<file path="src/rtl/usb_transmitter.sv">
// USB full-speed style serial transmitter: SYNC, PID, FIFO-fed data bytes and EOP,
// NRZI line coding with optional bit stuffing, one bit every CLKS_PER_BIT clocks.
module usb_transmitter #(
    parameter int CLKS_PER_BIT = 8,
    parameter int EOP_SE0_BITS = 2,
    parameter bit STUFF_EN     = 1'b1
) (
    input  logic       clk,
    input  logic       rst,
    input  logic       tx_start,
    input  logic [3:0] tx_pid,
    input  logic [7:0] fifo_r_data,
    input  logic       fifo_empty,
    output logic       fifo_r_enable,
    output logic       d_plus,
    output logic       d_minus,
    output logic       tx_busy,
    output logic       tx_done
);
    localparam int TW = (CLKS_PER_BIT > 1) ? $clog2(CLKS_PER_BIT) : 1;
    localparam int SW = $clog2(EOP_SE0_BITS + 1);
    localparam logic [TW-1:0] TIMER_LAST = TW'(CLKS_PER_BIT - 1);
    localparam logic [SW-1:0] SE0_LAST   = SW'(EOP_SE0_BITS);
    localparam logic [7:0]    SYNC_BYTE  = 8'h80;

    typedef enum logic [2:0] {
        ST_IDLE    = 3'd0,
        ST_SYNC    = 3'd1,
        ST_PID     = 3'd2,
        ST_DATA    = 3'd3,
        ST_EOP_SE0 = 3'd4,
        ST_EOP_J   = 3'd5
    } state_t;

    state_t        state_r, state_s;
    logic [TW-1:0] timer_r, timer_s;
    logic [3:0]    bit_idx_r, bit_idx_s;
    logic [7:0]    shift_r, shift_s;
    logic [3:0]    pid_r, pid_s;
    logic [2:0]    ones_r, ones_s;
    logic [SW-1:0] se0_cnt_r, se0_cnt_s;
    logic          level_r, level_s;
    logic          d_plus_r, d_plus_s;
    logic          d_minus_r, d_minus_s;
    logic          busy_r, busy_s;
    logic          done_r, done_s;
    logic          wrap_s, pop_s, emit_bit_s, bit_val_s, advance_s;
    logic          load_byte_s, emit_se0_s, emit_j_s;
    logic [7:0]    load_val_s;

    // NRZI: a 0 toggles the line level, a 1 holds it (level 1 = J)
    function automatic logic nrzi_level(input logic level, input logic data_bit);
        return data_bit ? level : ~level;
    endfunction

    // Next-state, bit sequencing and line-drive decisions
    always_comb begin
        state_s     = state_r;
        pid_s       = pid_r;
        se0_cnt_s   = se0_cnt_r;
        busy_s      = busy_r;
        done_s      = 1'b0;
        pop_s       = 1'b0;
        emit_bit_s  = 1'b0;
        bit_val_s   = 1'b0;
        advance_s   = 1'b0;
        load_byte_s = 1'b0;
        load_val_s  = 8'h00;
        emit_se0_s  = 1'b0;
        emit_j_s    = 1'b0;
        wrap_s      = (timer_r == TIMER_LAST);
        if (state_r == ST_IDLE || wrap_s) begin
            timer_s = {TW{1'b0}};
        end else begin
            timer_s = timer_r + TW'(1'b1);
        end

        case (state_r)
            ST_IDLE: begin
                if (tx_start) begin
                    state_s     = ST_SYNC;
                    pid_s       = tx_pid;
                    busy_s      = 1'b1;
                    load_byte_s = 1'b1;
                    load_val_s  = SYNC_BYTE;
                end else begin
                    busy_s = 1'b0;
                end
            end
            ST_SYNC, ST_PID, ST_DATA: begin
                if (!wrap_s) begin
                    state_s = state_r;
                end else if (STUFF_EN && ones_r == 3'd6) begin
                    // stuffed 0: shift register and byte fetch both wait one bit period
                    emit_bit_s = 1'b1;
                    bit_val_s  = 1'b0;
                end else if (bit_idx_r != 4'd8) begin
                    emit_bit_s = 1'b1;
                    bit_val_s  = shift_r[0];
                    advance_s  = 1'b1;
                end else if (state_r == ST_SYNC) begin
                    state_s     = ST_PID;
                    load_byte_s = 1'b1;
                    load_val_s  = {~pid_r, pid_r};
                end else if (!fifo_empty) begin
                    state_s     = ST_DATA;
                    pop_s       = 1'b1;
                    load_byte_s = 1'b1;
                    load_val_s  = fifo_r_data;
                end else begin
                    state_s    = ST_EOP_SE0;
                    emit_se0_s = 1'b1;
                    se0_cnt_s  = SW'(1'b1);
                end
            end
            ST_EOP_SE0: begin
                if (!wrap_s) begin
                    state_s = state_r;
                end else if (se0_cnt_r == SE0_LAST) begin
                    state_s  = ST_EOP_J;
                    emit_j_s = 1'b1;
                end else begin
                    se0_cnt_s = se0_cnt_r + SW'(1'b1);
                end
            end
            ST_EOP_J: begin
                if (wrap_s) begin
                    state_s = ST_IDLE;
                    done_s  = 1'b1;
                    busy_s  = 1'b0;
                end else begin
                    state_s = state_r;
                end
            end
            default: begin
                state_s = ST_IDLE;
                busy_s  = 1'b0;
            end
        endcase

        if (load_byte_s) begin
            shift_s    = {1'b0, load_val_s[7:1]};
            bit_idx_s  = 4'd1;
            emit_bit_s = 1'b1;
            bit_val_s  = load_val_s[0];
        end else if (advance_s) begin
            shift_s   = {1'b0, shift_r[7:1]};
            bit_idx_s = bit_idx_r + 4'd1;
        end else begin
            shift_s   = shift_r;
            bit_idx_s = bit_idx_r;
        end

        if (emit_bit_s) begin
            level_s   = nrzi_level(level_r, bit_val_s);
            d_plus_s  = level_s;
            d_minus_s = ~level_s;
            ones_s    = bit_val_s ? ones_r + 3'd1 : 3'd0;
        end else if (emit_se0_s) begin
            level_s   = level_r;
            d_plus_s  = 1'b0;
            d_minus_s = 1'b0;
            ones_s    = 3'd0;
        end else if (emit_j_s) begin
            level_s   = 1'b1;
            d_plus_s  = 1'b1;
            d_minus_s = 1'b0;
            ones_s    = 3'd0;
        end else begin
            level_s   = level_r;
            d_plus_s  = d_plus_r;
            d_minus_s = d_minus_r;
            ones_s    = ones_r;
        end
    end

    // State and output registers with synchronous reset to an idle J line
    always_ff @(posedge clk) begin
        if (rst) begin
            state_r   <= ST_IDLE;
            timer_r   <= {TW{1'b0}};
            bit_idx_r <= 4'd0;
            shift_r   <= 8'h00;
            pid_r     <= 4'h0;
            ones_r    <= 3'd0;
            se0_cnt_r <= {SW{1'b0}};
            level_r   <= 1'b1;
            d_plus_r  <= 1'b1;
            d_minus_r <= 1'b0;
            busy_r    <= 1'b0;
            done_r    <= 1'b0;
        end else begin
            state_r   <= state_s;
            timer_r   <= timer_s;
            bit_idx_r <= bit_idx_s;
            shift_r   <= shift_s;
            pid_r     <= pid_s;
            ones_r    <= ones_s;
            se0_cnt_r <= se0_cnt_s;
            level_r   <= level_s;
            d_plus_r  <= d_plus_s;
            d_minus_r <= d_minus_s;
            busy_r    <= busy_s;
            done_r    <= done_s;
        end
    end

    // The pop must coincide with the latch of the head byte, so it is decoded, not registered
    assign fifo_r_enable = pop_s & ~rst;
    assign d_plus        = d_plus_r;
    assign d_minus       = d_minus_r;
    assign tx_busy       = busy_r;
    assign tx_done       = done_r;

endmodule

</file>
<file path="config.mk">
export PLATFORM = sky130hd
export DESIGN_NAME = usb_transmitter
export DESIGN_NICKNAME = d
export VERILOG_FILES = /design/src/rtl/usb_transmitter.sv
export SDC_FILE = /design/constraint.sdc
export NUM_CORES = 1
export LEC_CHECK = 0
export BUFFER_PORTS_ARGS = -buffer_cell sky130_fd_sc_hd__buf_4
export CORE_UTILIZATION = 50
export CTS_BUF_LIST = sky130_fd_sc_hd__clkbuf_16
export CTS_CLUSTER_SIZE = 10
export DETAILED_ROUTE_END_ITERATION = 12
export PLACE_DENSITY = 0.73
export SYNTH_ARGS = -nofsm -noshare
export SYNTH_HDL_FRONTEND = slang
export SYNTH_SLANG_ARGS = --single-unit
export TNS_END_PERCENT = 10
</file>
<file path="constraint.sdc">
create_clock -name clk -period 2.2 [get_ports clk]
set_input_delay 0 -clock clk [delete_from_list [all_inputs] [get_ports clk]]
set_output_delay 0 -clock clk [all_outputs]
set_load 0.05 [all_outputs]
</file>
==> impl_results.md, run 1 <==
- Total of hold buffers inserted after clock tree synthesis: 4
- Setup repair after global routing missed its margin: false
- Buffers from clock root to sink, at most: 2
- Pwr/cell area: 707 mW/mm²
- Top post-synthesis cells by area: dfxtp_1 35%, a21oi_1 5.4%, ha_1 5.0%
- Leading cell type in the layout, fill and taps excluded: dfxtp_1
- Final worst hold slack: ~0.098 ns
- Post-synth EDFFs: 0
- I/O pin count: 21
- H-Tree Level Count: 2
- Worst path arrival time: 2.14 ns
- Startpoint Class: flip-flop
- Number of search-and-repair iterations in the first detailed-routing pass: 4
- Fraction of final layout cells with drive strength greater than 1: between 10% and 20%
- Max-cap check violation count: 0
- Largest area contributor in the netlist: dfxtp_1
- Placer's final routability congestion estimate: about 0.82
- Max-slew violations: 0
- Pin slew with the least headroom to its limit: around 0.53 ns
- Period Utilization, post-route: 88.3%
- Total number of vias: 1533
- Maximum number of pins on one net before global-route repair: 29
- Vias per Instance: roughly 5.6
- Worst hold path class: in -> reg
- Filler Cell Count: 306
- Core outline area: 0.00336 mm²
- Cell with the largest stage delay on the worst path: or4_1
- Distinct cell type count after synthesis: 48
- Net count of the mapped netlist: 228
- Final wirelength: 3.72 mm
- Residual DRC count: 0
- Overall track demand over capacity in global routing: 21.8%
- Cell at the root of the clock tree: clkbuf_16
- Number of inserted diodes: 0
- Per-instance average area after synthesis: 8.58 µm²
- Initial antenna violation count: 0
- Cells along the critical path: inv_1, ha_1, and3b_1, and4_1, o21ai_0, or4_1, a21oi_1
- Maximum net fanout on the critical path: 8
- Remaining global-route overflow: 0
- Final design utilization: 62.6%
- Port Buffers: 20
- Total of flip-flops plus latches after synthesis: 31
- Post-synth design cell area: 0.00176 mm²
- Number of rows in the core area: 21
- Via count of the first global-routing pass: 1344
- Run status: finished clean
- TritonCTS clock tree: yes
- Number of antenna-violating nets in the routed design: 0
- Number of nets in the final layout: around 250
- Nature of the critical path endpoint: flip-flop
- Post-synthesis cell count: 205
- Most frequent cells in the layout: 31 x dfxtp_1, 29 x buf_4, 20 x nand2_1
- Average wire per cell in the routed design: 13.5 µm
- Maximum vdd drop: 426 µV
- Family with the most delay on the worst path: simple AND/OR/NAND/NOR gates
- Total of warnings raised by yosys: 0
- Async set or reset register ratio after synthesis: 0%
- Max Clock Skew: roughly 0.0035 ns
- Setup Total Neg Slack: 0 ns
- Insertion delay to the later sink of the worst-skew pair: 0.27 ns
- Sequential element share of the synthesized area: 35.3%
- Synth top area share: 35.3%
- Maximum clock frequency: slightly above 500 MHz
- Worst slew margin relative to its limit: 64.6%
- Post-layout minimum cycle time: 1.94 ns
- Critical path data required time: about 2.4 ns
- Layout overhead on the synthesized area: 19.9%
- DRT iter0 DRCs: between 100 and 150
- Number of buffers and inverters on the critical path: 1
- Kind of critical path: reg -> reg
- Effective utilization at floorplan: about 52%
- Leakage: 0.824 nW
- Prevailing post-synth register cell: dfxtp_1
- Total of endpoints with negative setup slack in the final report: 0
- Post-CTS clock slew at the launch and capture registers of the worst setup and hold paths: 0.05 ns
- Hpwl dp: 2.64 mm
- Resize count post-CTS: 0
- Biggest cell delay along the critical path: about 0.44 ns
- Area enclosed by the die boundary: about 0.0038 mm²
- Height of the die: 61.3 µm
- Clock sink count: 31
- Horizontal die dimension: 61.3 µm
- Final Hold Vio Count: 0
- First-pass GRT wire length: 6.00 mm
- Number of buffers created by CTS: 5
- Post-CTS Setup Repair Bufs: 0
metrics by stage:
stage                     total power, mW  instances  instance area [µm²]  setup WS (ns)
after floorplan                     0.794        205                 1760          0.143
after global placement              0.861        264                 1930          0.298
after detailed placement            0.862        264                 1930          0.288
after CTS                            1.50        276                 2110          0.264
after global routing                 1.55        276                 2110         0.0685
final                                1.49        276                 2110          0.258
worst reg2reg max path, delay by kind of cell, from the launching register on:
family,cells,cell delay (ns)
flops,1,0.34
fa+ha+maj,1,0.15
simple gates,3,1.02
buf+inv,1,0.07
compound gates,2,0.29
path summary, 6_finish.rpt:
check                                  start            to  slack [ns]  depth (start not counted)
worst max register to register  bit_idx_r[0]  se0_cnt_r[1]        0.26                          7
worst min register to register    timer_r[0]    timer_r[0]        0.43                          1
worst max-delay path            bit_idx_r[0]  se0_cnt_r[1]        0.26                          7
worst min-delay path                     rst    shift_r[1]         0.1                          2
layer usage:
| metal | part of all wire, % | routed length [µm] | global-route usage, % | up-vias |
|---|---|---|---|---|
| li1 | - | - | - | 799 |
| met1 | 51 | 1900 | 29.9 | 708 |
| met2 | 45 | 1670 | 32.9 | 24 |
| met3 | 3.4 | 126 | 6.93 | 2 |
| met4 | 0.46 | 17 | 5.84 | 0 |
| met5 | 0 | 0 | 0 | - |
area by class of cell:
type	instances	area [µm²]	share of cell area, %
timing repair buffer	33	258	12.2
sequential	31	621	29.5
inverter	8	30.0	1.43
tap	46	57.6	2.73
clock buffer	5	125	5.94
clock inverter	3	12.5	0.594
multi-input combinational	150	1000	47.6
cells by family (layout without fill, tap and decap cells):
kind of cell | Yosys count | after routing | synth area share (%)
xor gates and xnor gates | 3 | 3 | 1.49
buffers and inverters | 24 | 49 | 7.97
AOI/OAI and AO/OA | 54 | 54 | 21.2
and+or+nand+nor | 81 | 81 | 26.2
muxes | 5 | 5 | 2.85
adders and majority gates | 7 | 7 | 4.98
DFF | 31 | 31 | 35.3
report_power, final:
part,switching [mW],internal (mW)
clock,0.223,0.407
combinational,0.142,0.104
sequential,0.0246,0.589
total,0.390,1.10
state kept, by name, summed over array words and instances (netlist names), 2 cells and up:
name,cells
bit_idx_r,4
shift_r,7
state_r,3
se0_cnt_r,2
ones_r,3
timer_r,3
pid_r,4
Yosys cell counts (5+ instances only):
| master | instances |
|---|---|
| dfxtp_1 | 31 |
| nand2_1 | 20 |
| a21oi_1 | 19 |
| nor2_1 | 17 |
| inv_1 | 8 |
| o211ai_1 | 8 |
| clkbuf_1 | 7 |
| ha_1 | 7 |
| nor3_1 | 6 |
| a211oi_1 | 5 |
| mux2i_1 | 5 |
| nand3b_1 | 5 |
Note: power is estimated with default switching activity, not from simulation.
==> inputs of run 2 (changes only) <==
==> constraint.sdc (replaced) <==
create_clock -name clk -period 1.9 [get_ports clk]
set_input_delay 0 -clock clk [delete_from_list [all_inputs] [get_ports clk]]
set_output_delay 0 -clock clk [all_outputs]
set_load 0.05 [all_outputs]
==> impl_results.md, run 2 (synthesis results as in run 1) <==
- Pwr/cell area: 840 mW/mm²
- Period Utilization, post-route: 100%
- Met3 wirelength from detailed routing: about 160 µm
- Number of nets in the final layout: 264
- Post-layout power: 1.92 mW
- DRT iter0 DRCs: 56
- Insertion delay to the later sink of the worst-skew pair: 0.27 ns
- Total number of vias: roughly 1700
- Number of antenna-violating nets in the routed design: 0
- Biggest cell delay along the critical path: 0.31 ns
- Total of endpoints with negative setup slack in the final report: 1
- Residual DRC count: 0
- Cell with the largest stage delay on the worst path: dfxtp_1
- Average wire per cell in the routed design: 15.5 µm
- Number of inserted diodes: 0
- Initial antenna violation count: 0
- Overall track demand over capacity in global routing: 25.7%
- Nature of the critical path endpoint: flip-flop
- Leakage: 0.900 nW
- Violations in the final reports: negative setup slack
- Horizontal die dimension: 61.3 µm
- Filler Cell Count: 283
- Run status: finished with violations
- Final Hold Vio Count: 0
- Cells along the critical path: ha_1, ha_1, buf_4, and3_2, a31oi_2, buf_4, nand3b_1, a21oi_1
- Height of the die: 61.3 µm
- Clock sink count: 31
- Detailed-routing wirelength on met1: 1.99 mm
- Post-layout minimum cycle time: 1.90 ns
- Startpoint Class: flip-flop
- Port Buffers: 20
- Pin slew with the least headroom to its limit: 0.402 ns
- H-Tree Level Count: 2
- Maximum net fanout on the critical path: 12
- Setup Total Neg Slack: -0.000239 ns
- Max Clock Skew: around 0.0029 ns
- Worst path arrival time: ~2.1 ns
- Leading cell type in the layout, fill and taps excluded: buf_4
- Core outline area: approximately 0.0034 mm²
- Most frequent cells in the layout: 40 x buf_4, 27 x dfxtp_1, 19 x a21oi_1, 19 x nand2_1, 17 x nor2_1
- Hpwl dp: 3.01 mm
- Final wirelength: 4.45 mm
- Largest register FFs: 7
- Kind of critical path: reg -> reg
- Critical path data required time: 2.11 ns
- Registers with the highest flip-flop counts: shift_r: 7 flops, bit_idx_r: 4 flops, pid_r: 4 flops
- TritonCTS clock tree: yes
- Number of search-and-repair iterations in the first detailed-routing pass: 4
- First-pass GRT wire length: between 6 and 7 mm
- Length of routed met2 wiring: 2.16 mm
- Maximum number of pins on one net before global-route repair: 29
- Max-cap check violation count: 0
- Fraction of final layout cells with drive strength greater than 1: 28.9%
- Buffers from clock root to sink, at most: 2
- Setup repair after global routing missed its margin: true
- I/O pin count: 21
- Remaining global-route overflow: 0
- Post-CTS clock slew at the launch and capture registers of the worst setup and hold paths: 0.05 ns
- Via count of the first global-routing pass: ~1500
- Worst hold path class: in -> reg
- Effective utilization at floorplan: a little over half
- Maximum vdd drop: 698 µV
- Worst slew margin relative to its limit: 73.0%
- Vias per Instance: between 5 and 6
- Max Used Layer: met4
- Post-layout worst setup margin: -0.000239 ns
- Register with the most flip-flops: shift_r
- Cell at the root of the clock tree: clkbuf_16
- Maximum clock frequency: 526 MHz
- Layout overhead on the synthesized area: 29.9%
- Max-slew violations: 0
- Number of rows in the core area: 21
- Placer's final routability congestion estimate: 0.890
- Number of buffers created by CTS: 5
- Area enclosed by the die boundary: ~0.0038 mm²
-- run 2: final timing paths --
check / startpoint / depth (start not counted) / slack (ns) / end
min reg2reg: timer_r[0] / 1 / 0.42 / timer_r[0]
max: timer_r[0] / 8 / -0.0002 / shift_r[6]
max reg2reg: timer_r[0] / 8 / -0.0002 / shift_r[6]
min: rst / 2 / 0.10 / ones_r[1]
-- run 2: where the power goes --
group / switching, mW / leakage [nW] / internal [mW]
combinational: 0.185 / 0.564 / 0.140
sequential: 0.0306 / 0.254 / 0.683
clock: 0.270 / 0.0812 / 0.610
total: 0.485 / 0.900 / 1.43
-- run 2: routing by layer --
layer / vias to the layer above / global-route usage, %
met4: 0 / 12.7
li1: 819 / -
met2: 35 / 41.1
met1: 786 / 31.0
met3: 15 / 8.19
met5: - / 0
-- run 2: per-stage QoR --
| step | hold WS (ns) | util [%] | std cells | setup WS (ns) | cell area [µm²] |
|---|---|---|---|---|---|
| after floorplan | 0.136 | - | 205 | 0.129 | 1770 |
| after global placement | 0.251 | 60.1 | 275 | 0.117 | 2020 |
| after detailed placement | 0.258 | 60.1 | 275 | 0.0289 | 2020 |
| after CTS | 0.103 | 66.2 | 287 | 0.0413 | 2230 |
| after global routing | 0.116 | 67.9 | 288 | -0.0875 | 2280 |
| final | 0.101 | 67.9 | 288 | -0.000239 | 2280 |
-- run 2: repair_timing --
| action | 4_1_cts | 5_1_grt |
|---|---|---|
| cloned | 0 | 0 |
| pin swaps | 0 | 2 |
| hold buffers | 4 | 0 |
| hold endpoints to repair | 4 | 0 |
| resized for setup | 1 | 15 |
| endpoints found under the setup margin | 1 | 12 |
| setup buffers | 0 | 1 |
-- run 2: area by class of cell --
class / instances / area, µm² / share of cell area (%)
tap: 46 / 57.6 / 2.52
sequential: 31 / 628 / 27.5
multi-input combinational: 150 / 1050 / 46.1
inverter: 8 / 30.0 / 1.32
timing repair buffer: 45 / 352 / 15.4
clock buffer: 5 / 125 / 5.48
clock inverter: 3 / 38.8 / 1.70
-- run 2: worst max-delay path, delay by kind of cell, from the launching register on --
family                     cells  cell delay [ns]
adders and majority gates      2             0.42
DFF                            1             0.31
buffers and inverters          2             0.37
AOI/OAI and AO/OA              2             0.42
and+or+nand+nor                2             0.32
==> inputs of run 3 (changes only) <==
--- a/config.mk
+++ b/config.mk
@@ -6,11 +6,11 @@
 export NUM_CORES = 1
 export LEC_CHECK = 0
 export BUFFER_PORTS_ARGS = -buffer_cell sky130_fd_sc_hd__buf_4
-export CORE_UTILIZATION = 50
+export CORE_UTILIZATION = 55
 export CTS_BUF_LIST = sky130_fd_sc_hd__clkbuf_16
 export CTS_CLUSTER_SIZE = 10
 export DETAILED_ROUTE_END_ITERATION = 12
-export PLACE_DENSITY = 0.73
+export PLACE_DENSITY = 0.79
 export SYNTH_ARGS = -nofsm -noshare
 export SYNTH_HDL_FRONTEND = slang
 export SYNTH_SLANG_ARGS = --single-unit
==> impl_results.md, run 3 (synthesis results as in run 1) <==
- RR Startpoint: state_r[2]
- DRT iter0 DRCs: between 90 and 100
- Run status: finished clean
- Number of search-and-repair iterations in the first detailed-routing pass: 4
- Final worst hold slack: 0.105 ns
- H-Tree Level Count: 2
- Filler Cell Count: 244
- Leading cell type in the layout, fill and taps excluded: buf_4
- Register with the most flip-flops: shift_r
- Max-cap check violation count: 0
- Most frequent cells in the layout: 34 x buf_4, 30 x dfxtp_1, 19 x a21oi_1, 19 x nand2_1, 17 x nor2_1
- Startpoint Class: flip-flop
- Average wire per cell in the routed design: 15.2 µm
- Overall track demand over capacity in global routing: 27.7%
- Final wirelength: 4.23 mm
- Critical path origin: state_r[2]
- Fraction of final layout cells with drive strength greater than 1: 24.3%
- Port Buffers: 20
- Setup repair after global routing missed its margin: true
- Post-CTS Setup Repair Bufs: 0
- Post-layout power: 1.75 mW
- Vias per Instance: 5.98
- Pwr/cell area: 802 mW/mm²
- Remaining global-route overflow: 0
- Via count of the first global-routing pass: approximately 1600
- Clock sink count: 31
- Max Clock Skew: between 0.006 and 0.007 ns
- Number of antenna-violating nets in the routed design: 0
- Effective utilization at floorplan: 57.6%
- First-pass GRT wire length: 7.04 mm
- Horizontal die dimension: 58.5 µm
- Min-Delay Path Depth: 2
- Core outline area: 0.00305 mm²
- Area enclosed by the die boundary: 0.00343 mm²
- Cell with the largest stage delay on the worst path: or4b_4
- End of the critical path: d_minus
- Period Utilization, post-route: 95.5%
- Nature of the critical path endpoint: flip-flop
- Kind of critical path: reg -> reg
- Leakage: 0.845 nW
- Cell at the root of the clock tree: clkbuf_16
- Total number of vias: 1668
- Placed Cells: 268
- Height of the die: slightly below 60 µm
- I/O pin count: 21
- Pin slew with the least headroom to its limit: 0.462 ns
- Initial antenna violation count: 0
- R2r endpoint: d_minus
- FF-to-FF setup slack: 0.09 ns
- Number of cells on the worst reg-to-reg path: 5
- Cell occurring most often along the worst timing path: a211oi_1
- Residual DRC count: 0
- Registers with the highest flip-flop counts: shift_r: 7 flops, bit_idx_r: 4 flops, pid_r: 4 flops
- Maximum net fanout on the critical path: 12
- Setup Total Neg Slack: 0 ns
- Max-slew violations: 0
- Worst path arrival time: 2.03 ns
- Total of endpoints with negative setup slack in the final report: 0
- Number of rows in the core area: 20
- Worst slew margin relative to its limit: 69.0%
- Biggest cell delay along the critical path: 0.62 ns
- Number of nets in the final layout: 258
- Insertion delay to the later sink of the worst-skew pair: 0.27 ns
- Final Non-Filler Cells: between 200 and 300
- Final Hold Vio Count: 0
- Final design utilization: 71.5%
- Maximum number of pins on one net before global-route repair: 29
- Post-layout minimum cycle time: 1.81 ns
- Worst hold path class: in -> reg
- Layout overhead on the synthesized area: 24.1%
- Buffers from clock root to sink, at most: 2
- Placer's final routability congestion estimate: about 0.88
- Number of inserted diodes: 0
- Hpwl dp: 2.94 mm
- Cells along the critical path: or4b_4, a211oi_1, a211oi_1, a311oi_2, a31o_1
- Largest register FFs: 7
- TritonCTS clock tree: yes
- Post-CTS clock slew at the launch and capture registers of the worst setup and hold paths: roughly 0.050 ns
- Number of buffers created by CTS: 5
- Maximum vdd drop: around 570 µV
- Critical path data required time: 2.11 ns
- Maximum clock frequency: 551 MHz
-- run 3: through the flow --
stage	instance area (µm²)	setup WS, ns
after floorplan	1770	0.129
after global placement	1980	0.0805
after detailed placement	1980	-0.00653
after CTS	2160	0.00486
after global routing	2180	-0.0454
final	2180	0.0854
-- run 3: final cells by class --
class	instances	area (µm²)	area share, %
clock buffer	5	125	5.73
sequential	31	622	28.5
inverter	8	30.0	1.38
multi-input combinational	150	1030	47.4
timing repair buffer	39	307	14.0
tap	44	55.1	2.52
clock inverter	2	8.76	0.401
-- run 3: how the worst min path moves through the flow --
stage	from	endpoint	slack, ns
4_1_cts	rst	shift_r[1]	0.09
2_1_floorplan	tx_pid[0]	pid_r[0]	0.14
3_3_place_gp	tx_pid[0]	pid_r[0]	0.25
5_1_grt	rst	shift_r[1]	0.11
3_5_place_dp	tx_pid[2]	pid_r[2]	0.26
6_report	rst	shift_r[1]	0.10
-- run 3: layer usage --
metal	routed length, µm	vias to the layer above	GRT usage (%)
li1	-	812	-
met1	1830	792	33.6
met2	2080	54	46.6
met3	251	10	8.13
met4	72	0	9.86
met5	0	-	0
-- run 3: timing repair --
item | CTS | global route
endpoints found under the setup margin | 3 | 18
gates resized for setup | 1 | 9
hold endpoints to repair | 4 | 0
hold buffers | 4 | 0
cloned | 0 | 0
-- run 3: worst max-delay path, delay by kind of cell (launching register included) --
family             cells  cell delay (ns)
AOI/OAI and AO/OA      4             0.74
DFF                    1             0.40
and+or+nand+nor        1             0.62
-- run 3: report_power, final --
group	switching [mW]	leakage (nW)	internal, mW	total [mW]
sequential	0.0285	0.253	0.682	0.710
combinational	0.178	0.525	0.137	0.315
clock	0.257	0.0671	0.468	0.725
